<file path="src/rtl/wb_pkg.sv">
// wb_pkg: shared widths, writeback select codes and arbiter states
package wb_pkg;
  localparam int XLEN_DEF = 32;
  localparam int REG_ADDR_W = 5;
  localparam logic [1:0] WB_SEL_MEM = 2'b00;
  localparam logic [1:0] WB_SEL_ALU = 2'b01;
  typedef enum logic {WBA_PIPE, WBA_DRAIN} wba_state_e;
endpackage

</file>
<file path="src/rtl/wb_result_fifo.sv">
// wb_result_fifo: synchronous FIFO of late {rd, data} results
module wb_result_fifo import wb_pkg::*; #(
  parameter int XLEN = XLEN_DEF,
  parameter int FIFO_DEPTH = 2
) (
  input  logic                            clk,
  input  logic                            rst,
  input  logic                            push_i,
  input  logic                            pop_i,
  input  logic [REG_ADDR_W-1:0]           push_rd_i,
  input  logic [XLEN-1:0]                 push_data_i,
  output logic                            full_o,
  output logic                            empty_o,
  output logic [$clog2(FIFO_DEPTH+1)-1:0] count_o,
  output logic [REG_ADDR_W-1:0]           head_rd_o,
  output logic [XLEN-1:0]                 head_data_o
);
  localparam int AW = $clog2(FIFO_DEPTH);
  localparam int CW = $clog2(FIFO_DEPTH+1);
  logic [REG_ADDR_W+XLEN-1:0] mem_q [FIFO_DEPTH];
  logic [AW-1:0] wr_q, rd_q;
  logic [CW-1:0] count_q;
  assign full_o = count_q == CW'(FIFO_DEPTH);
  assign empty_o = count_q == '0;
  assign count_o = count_q;
  assign {head_rd_o, head_data_o} = mem_q[rd_q];
  always_ff @(posedge clk) begin
    if (rst) begin
      wr_q <= '0;
      rd_q <= '0;
      count_q <= '0;
    end else begin
      if (push_i) begin
        mem_q[wr_q] <= {push_rd_i, push_data_i};
        wr_q <= wr_q + AW'(1);
      end
      if (pop_i) rd_q <= rd_q + AW'(1);
      count_q <= count_q + CW'(push_i) - CW'(pop_i);
    end
  end
endmodule

</file>
<file path="src/rtl/wb_port_arbiter.sv">
// wb_port_arbiter: shares the register-file write port between pipeline writeback and late multi-cycle results
module wb_port_arbiter import wb_pkg::*; #(
  parameter int XLEN = XLEN_DEF,
  parameter int FIFO_DEPTH = 2,
  parameter int STARVE_LIMIT = 4
) (
  input  logic                  clk,
  input  logic                  rst,
  input  logic                  wb_valid,
  input  logic [REG_ADDR_W-1:0] wb_addr_rd,
  input  logic [1:0]            wb_select,
  input  logic [XLEN-1:0]       wb_mem_out,
  input  logic [XLEN-1:0]       wb_alu_out,
  output logic                  wb_stall,
  input  logic                  mc_valid,
  output logic                  mc_ready,
  input  logic [REG_ADDR_W-1:0] mc_rd,
  input  logic [XLEN-1:0]       mc_data,
  output logic                  rf_we,
  output logic [REG_ADDR_W-1:0] rf_addr,
  output logic [XLEN-1:0]       rf_wdata
);
  localparam int SW = $clog2(STARVE_LIMIT+1);
  wba_state_e state_q, state_d;
  logic [SW-1:0] starve_q, starve_d, starve_inc;
  logic full, empty, fifo_gnt, pipe_gnt, lose, wr_en;
  logic [$clog2(FIFO_DEPTH+1)-1:0] count;
  logic [REG_ADDR_W-1:0] head_rd, wr_rd;
  logic [XLEN-1:0] head_data, wr_data;
  assign mc_ready = !rst && !full;
  assign wb_stall = state_q == WBA_DRAIN;
  wb_result_fifo #(.XLEN(XLEN), .FIFO_DEPTH(FIFO_DEPTH)) u_fifo (
    .clk(clk),
    .rst(rst),
    .push_i(mc_valid && mc_ready),
    .pop_i(fifo_gnt),
    .push_rd_i(mc_rd),
    .push_data_i(mc_data),
    .full_o(full),
    .empty_o(empty),
    .count_o(count),
    .head_rd_o(head_rd),
    .head_data_o(head_data)
  );
  always_comb begin
    fifo_gnt = state_q == WBA_DRAIN ? !empty : !wb_valid && !empty;
    pipe_gnt = state_q == WBA_PIPE && wb_valid;
    lose = pipe_gnt && !empty;
    starve_inc = starve_q + SW'(1);
    state_d = lose && starve_inc == SW'(STARVE_LIMIT) ? WBA_DRAIN : WBA_PIPE;
    starve_d = lose && state_d == WBA_PIPE ? starve_inc : '0;
    wr_rd = fifo_gnt ? head_rd : wb_addr_rd;
    wr_data = fifo_gnt ? head_data :
              wb_select == WB_SEL_MEM ? wb_mem_out :
              wb_select == WB_SEL_ALU ? wb_alu_out : '0;
    wr_en = (fifo_gnt || pipe_gnt) && wr_rd != '0;
  end
  always_ff @(posedge clk) begin
    if (rst) begin
      state_q <= WBA_PIPE;
      starve_q <= '0;
      rf_we <= 1'b0;
      rf_addr <= '0;
      rf_wdata <= '0;
    end else begin
      state_q <= state_d;
      starve_q <= starve_d;
      rf_we <= wr_en;
      if (wr_en) begin
        rf_addr <= wr_rd;
        rf_wdata <= wr_data;
      end
    end
  end
endmodule

</file>
<file path="config.mk">
export PLATFORM = sky130hd
export DESIGN_NAME = wb_port_arbiter
export DESIGN_NICKNAME = d
export VERILOG_FILES = /design/src/rtl/wb_pkg.sv /design/src/rtl/wb_result_fifo.sv /design/src/rtl/wb_port_arbiter.sv
export SDC_FILE = /design/constraint.sdc
export NUM_CORES = 1
export LEC_CHECK = 0
export CAP_MARGIN = 40
export CORE_ASPECT_RATIO = 1.1
export CORE_MARGIN = 1
export CORE_UTILIZATION = 50
export CTS_BUF_LIST = sky130_fd_sc_hd__clkbuf_4 sky130_fd_sc_hd__clkbuf_8
export CTS_CLUSTER_DIAMETER = 50
export CTS_CLUSTER_SIZE = 10
export DETAILED_ROUTE_END_ITERATION = 10
export MAX_ROUTING_LAYER = met4
export PLACE_DENSITY_LB_ADDON = 0.3
export SLEW_MARGIN = 15
export SYNTH_ARGS = -nofsm -noshare
export SYNTH_HDL_FRONTEND = slang
export SYNTH_SLANG_ARGS = --single-unit
</file>
<file path="constraint.sdc">
create_clock -name clk -period 3.6 [get_ports clk]
set_input_delay 0.54 -clock clk [delete_from_list [all_inputs] [get_ports clk]]
set_output_delay 0.54 -clock clk [all_outputs]
set_load 0.05 [all_outputs]
</file>
==> impl_metrics.prom <==
# TYPE chip_impl_metric gauge
chip_impl_metric{name="worst_ir_drop_vdd",unit="V"} 0.000427
chip_impl_metric{name="first_global_vias",unit=""} 4074
chip_impl_metric{name="groute.layer.met3.usage",unit=""} 0.0592
chip_impl_info{name="layout_commonest_cell",value="clkdlybuf4s50_1"} 1
chip_impl_info{name="status",value="finished, final reports clean"} 1
chip_impl_metric{name="layout.filler_cells",unit=""} 767
chip_impl_metric{name="ys_ff_latch",unit=""} 121
chip_impl_info{name="grt_setup_unrepaired",value="false"} 1
chip_impl_metric{name="n_antenna_cell",unit=""} 0
chip_impl_metric{name="globalRouteTotalUtil",unit=""} 0.227
chip_impl_metric{name="timing.final.hold_violations",unit=""} 0
chip_impl_metric{name="port-buffer-count",unit=""} 151
chip_impl_metric{name="num_rows",unit=""} 40
chip_impl_metric{name="synth-edff-count",unit=""} 74
chip_impl_metric{name="design.portCount",unit=""} 152
chip_impl_metric{name="async_flop_share",unit=""} 0
chip_impl_info{name="cts_tree",value="done"} 1
chip_impl_info{name="post-synth-top-area-cell",value="edfxtp_1"} 1
chip_impl_metric{name="grt_use_met2",unit=""} 0.363
chip_impl_metric{name="timing_worst_slew_pin_value",unit="ns"} 0.849
chip_impl_info{name="crit_path_start_kind",value="flip-flop"} 1
chip_impl_metric{name="synth_largest_type_area_fraction",unit=""} 0.386
chip_impl_info{name="clk_root_buffer_cell",value="clkbuf_8"} 1
chip_impl_info{name="crit_path_cell_trace",value="inv_1, a21oi_1, clkdlybuf4s50_1"} 1
chip_impl_metric{name="global_route.overflow_total",unit=""} 0
chip_impl_metric{name="drt-wirelength-per-cell",unit="um"} 17.0
chip_impl_metric{name="max_cap_violations",unit=""} 0
chip_impl_metric{name="timing.fmax",unit="GHz"} 0.378
chip_impl_metric{name="route.detailed.drc",unit=""} 0
chip_impl_metric{name="grt_first_pass_wirelength",unit="mm"} 20.3
chip_impl_metric{name="total_clock_buffers_created_by_cts",unit=""} 17
chip_impl_metric{name="cts.hold.buffers_added",unit=""} 0
chip_impl_metric{name="post_synth_num_cell_types",unit=""} 42
chip_impl_metric{name="floorplan.die.width",unit="um"} 104
chip_impl_info{name="mostFrequentLayoutCells",value="149 x clkdlybuf4s50_1, 74 x nor2_1, 74 x edfxtp_1, 66 x mux2i_1, 46 x dfxtp_1"} 1
chip_impl_metric{name="die_height",unit="um"} 115
chip_impl_metric{name="preCtsSetupSlack",unit="ns"} 0.862
chip_impl_metric{name="mappedNetlistArea",unit="um^2"} 5750
chip_impl_metric{name="coreArea",unit="um^2"} 11100
chip_impl_info{name="timing.critical_path.slowest_stage_cell",value="clkdlybuf4s50_1"} 1
chip_impl_metric{name="grt_max_degree",unit=""} 68
chip_impl_metric{name="cts-root-to-sink-buffers",unit=""} 2
chip_impl_metric{name="totalNegativeSetupSlack",unit="ns"} 0
chip_impl_metric{name="cts_h_tree_depth",unit=""} 4
chip_impl_info{name="hold_path_class",value="reg -> reg"} 1
chip_impl_info{name="critPathKind",value="reg -> out"} 1
chip_impl_metric{name="syn_inst",unit=""} 461
chip_impl_metric{name="start_util",unit=""} 0.520
chip_impl_metric{name="fin_worst_skew",unit="ns"} 0.00677
chip_impl_metric{name="cts-resized-gates",unit=""} 0
chip_impl_metric{name="setup_slack",unit="ns"} 0.958
chip_impl_metric{name="post-route-min-period",unit="ns"} 2.64
chip_impl_metric{name="cts_setup_buffers",unit=""} 0
chip_impl_metric{name="synthesis.area_per_instance",unit="um^2"} 12.5
chip_impl_metric{name="antenna_found_initial",unit=""} 0
chip_impl_metric{name="clk_pin_slew",unit="ns"} 0.06
chip_impl_metric{name="critical-path-max-stage-delay",unit="ns"} 0.85
chip_impl_info{name="synthFlopType",value="edfxtp_1"} 1
chip_impl_metric{name="synthToLayoutAreaGrowth",unit="%"} 36.6
chip_impl_metric{name="setup-violations-final",unit=""} 0
chip_impl_metric{name="worst-endpoint-arrival",unit="ns"} 2.10
chip_impl_metric{name="dp.final_hpwl",unit="mm"} 9.11
chip_impl_metric{name="max-slew-margin-rel",unit=""} 0.434
chip_impl_metric{name="yosysWarningCount",unit=""} 0
chip_impl_metric{name="numClockSinks",unit=""} 121
chip_impl_metric{name="wl",unit="mm"} 13.0
chip_impl_metric{name="dr.pass1.iters",unit=""} 5
chip_impl_metric{name="slew_viols_final",unit=""} 0
chip_impl_info{name="worstSetupEndpointType",value="output port"} 1
chip_impl_metric{name="final_net_count",unit=""} 721
chip_impl_metric{name="share_of_final_layout_standard_cells_stronger_than_drive_strength_1",unit=""} 0.159
chip_impl_metric{name="gpl.final_weighted_congestion",unit=""} 0.789
chip_impl_metric{name="drt_iter0_markers",unit=""} 238
chip_impl_metric{name="fin_crit_sh",unit=""} 0.734
chip_impl_metric{name="detail_route.vias_per_cell",unit=""} 5.49
chip_impl_metric{name="synth_fp_nets",unit=""} 577
chip_impl_metric{name="route.vias.total",unit=""} 4200
chip_impl_metric{name="crit_required",unit="ns"} 3.06
chip_impl_metric{name="seq_area_frac_synth",unit=""} 0.550
chip_impl_metric{name="static-leakage-power",unit="nW"} 2.79
chip_impl_metric{name="insertion_delay",unit="ns"} 0.41
chip_impl_info{name="global_route.peak_usage_layer",value="met2"} 1
chip_impl_metric{name="grt.met1_usage",unit=""} 0.277
chip_impl_metric{name="power_per_cell_area",unit="nW/um^2"} 715
chip_impl_metric{name="cp_max_fo",unit=""} 6
chip_impl_metric{name="dieArea",unit="um^2"} 11900
chip_impl_metric{name="antenna_left",unit=""} 0
chip_impl_info{name="synth_area_leaders",value="edfxtp_1 39%, dfxtp_1 16%, mux2i_1 11%"} 1
-- final cells by class --
type | count | area [um^2] | share of cell area
sequential | 121 | 3160 | 0.403
multi-input combinational | 267 | 2240 | 0.286
inverter | 35 | 134 | 0.0170
timing repair buffer | 163 | 1640 | 0.209
tap | 147 | 184 | 0.0234
clock inverter | 7 | 159 | 0.0202
clock buffer | 25 | 332 | 0.0422
-- worst max-delay path, delay by kind of cell, from the launching register on --
family,cells,cell delay (ns)
buf+inv,2,0.93
compound gates,1,0.26
flops,1,0.50
-- state kept, by name, summed over array words and instances, names as in the netlist, named ones only --
register / cells
starve_q: 3
u_fifo.count_o: 2
rf_wdata: 32
rf_we: 1
u_fifo.rd_q: 1
wb_stall: 1
u_fifo.wr_q: 1
u_fifo.mem_q: 74
rf_addr: 5
-- stage by stage --
| stage | hold slack, ns | area, um^2 | power, mW | utilization | instances |
|---|---|---|---|---|---|
| finish | 0.455 | 7860 | 5.62 | 0.711 | 765 |
| global route | 0.490 | 7860 | 5.87 | 0.711 | 765 |
| CTS | 0.464 | 7840 | 5.65 | 0.709 | 764 |
| detailed placement | 0.454 | 7350 | 4.20 | 0.664 | 732 |
| global placement | 0.430 | 7330 | 4.13 | 0.663 | 731 |
| floorplan | 0.421 | 5760 | 3.60 | - | 461 |
-- cells by family (layout without fill, tap and decap cells) --
group / Yosys count / in the layout / synth area share
flops: 121 / 121 / 0.550
simple gates: 105 / 105 / 0.0779
compound gates: 84 / 84 / 0.172
buf+inv: 73 / 230 / 0.0631
mux: 69 / 69 / 0.121
xor+xnor: 5 / 5 / 0.00761
fa+ha+maj: 4 / 4 / 0.00870
-- path summary, 6_finish.rpt --
path	from	cells past startpoint	end	slack (ns)
max	u_fifo.count_o[0]$_SDFF_PP0_	3	mc_ready	0.96
min	starve_q[0]$_SDFF_PP0_	1	starve_q[0]$_SDFF_PP0_	0.45
max reg2reg	flip-flop	7	rf_wdata[31]$_SDFFE_PP0P_	1.00
min reg2reg	starve_q[0]$_SDFF_PP0_	1	starve_q[0]$_SDFF_PP0_	0.45
-- per-layer routing --
metal | vias up | share of wire | routed length (um)
li1 | 2026 | - | -
met5 | - | 0 | 0
met4 | 0 | 0.014 | 183
met1 | 1978 | 0.43 | 5560
met3 | 23 | 0.065 | 851
met2 | 173 | 0.49 | 6410
-- synth_stat cells, types with 2 or more instances --
library cell and instances:
buf_2 15, nor2b_1 2, o21ai_1 2, a221oi_2 32
clkbuf_1 11, nand2_1 12, xor2_1 3, inv_1 34
nor3b_1 2, a21o_1 2, nor2_1 75, and3_1 4
a311oi_1 25, nand4_1 2, xnor2_1 2, edfxtp_1 74
clkbuf_4 2, mux2i_1 66, a21oi_1 2, a21oi_2 2
mux2_1 2, o211ai_1 4, buf_4 3, a31oi_1 2
a311oi_2 7, ha_1 4, buf_6 5, nor3_1 4
nand3_2 2, dfxtp_1 47
-- power by group --
part,internal [mW],switching (mW),total [mW]
sequential,1.70,0.135,1.83
combinational,0.913,1.43,2.34
clock,0.950,0.494,1.44
Note: power is estimated with default switching activity, not from simulation.
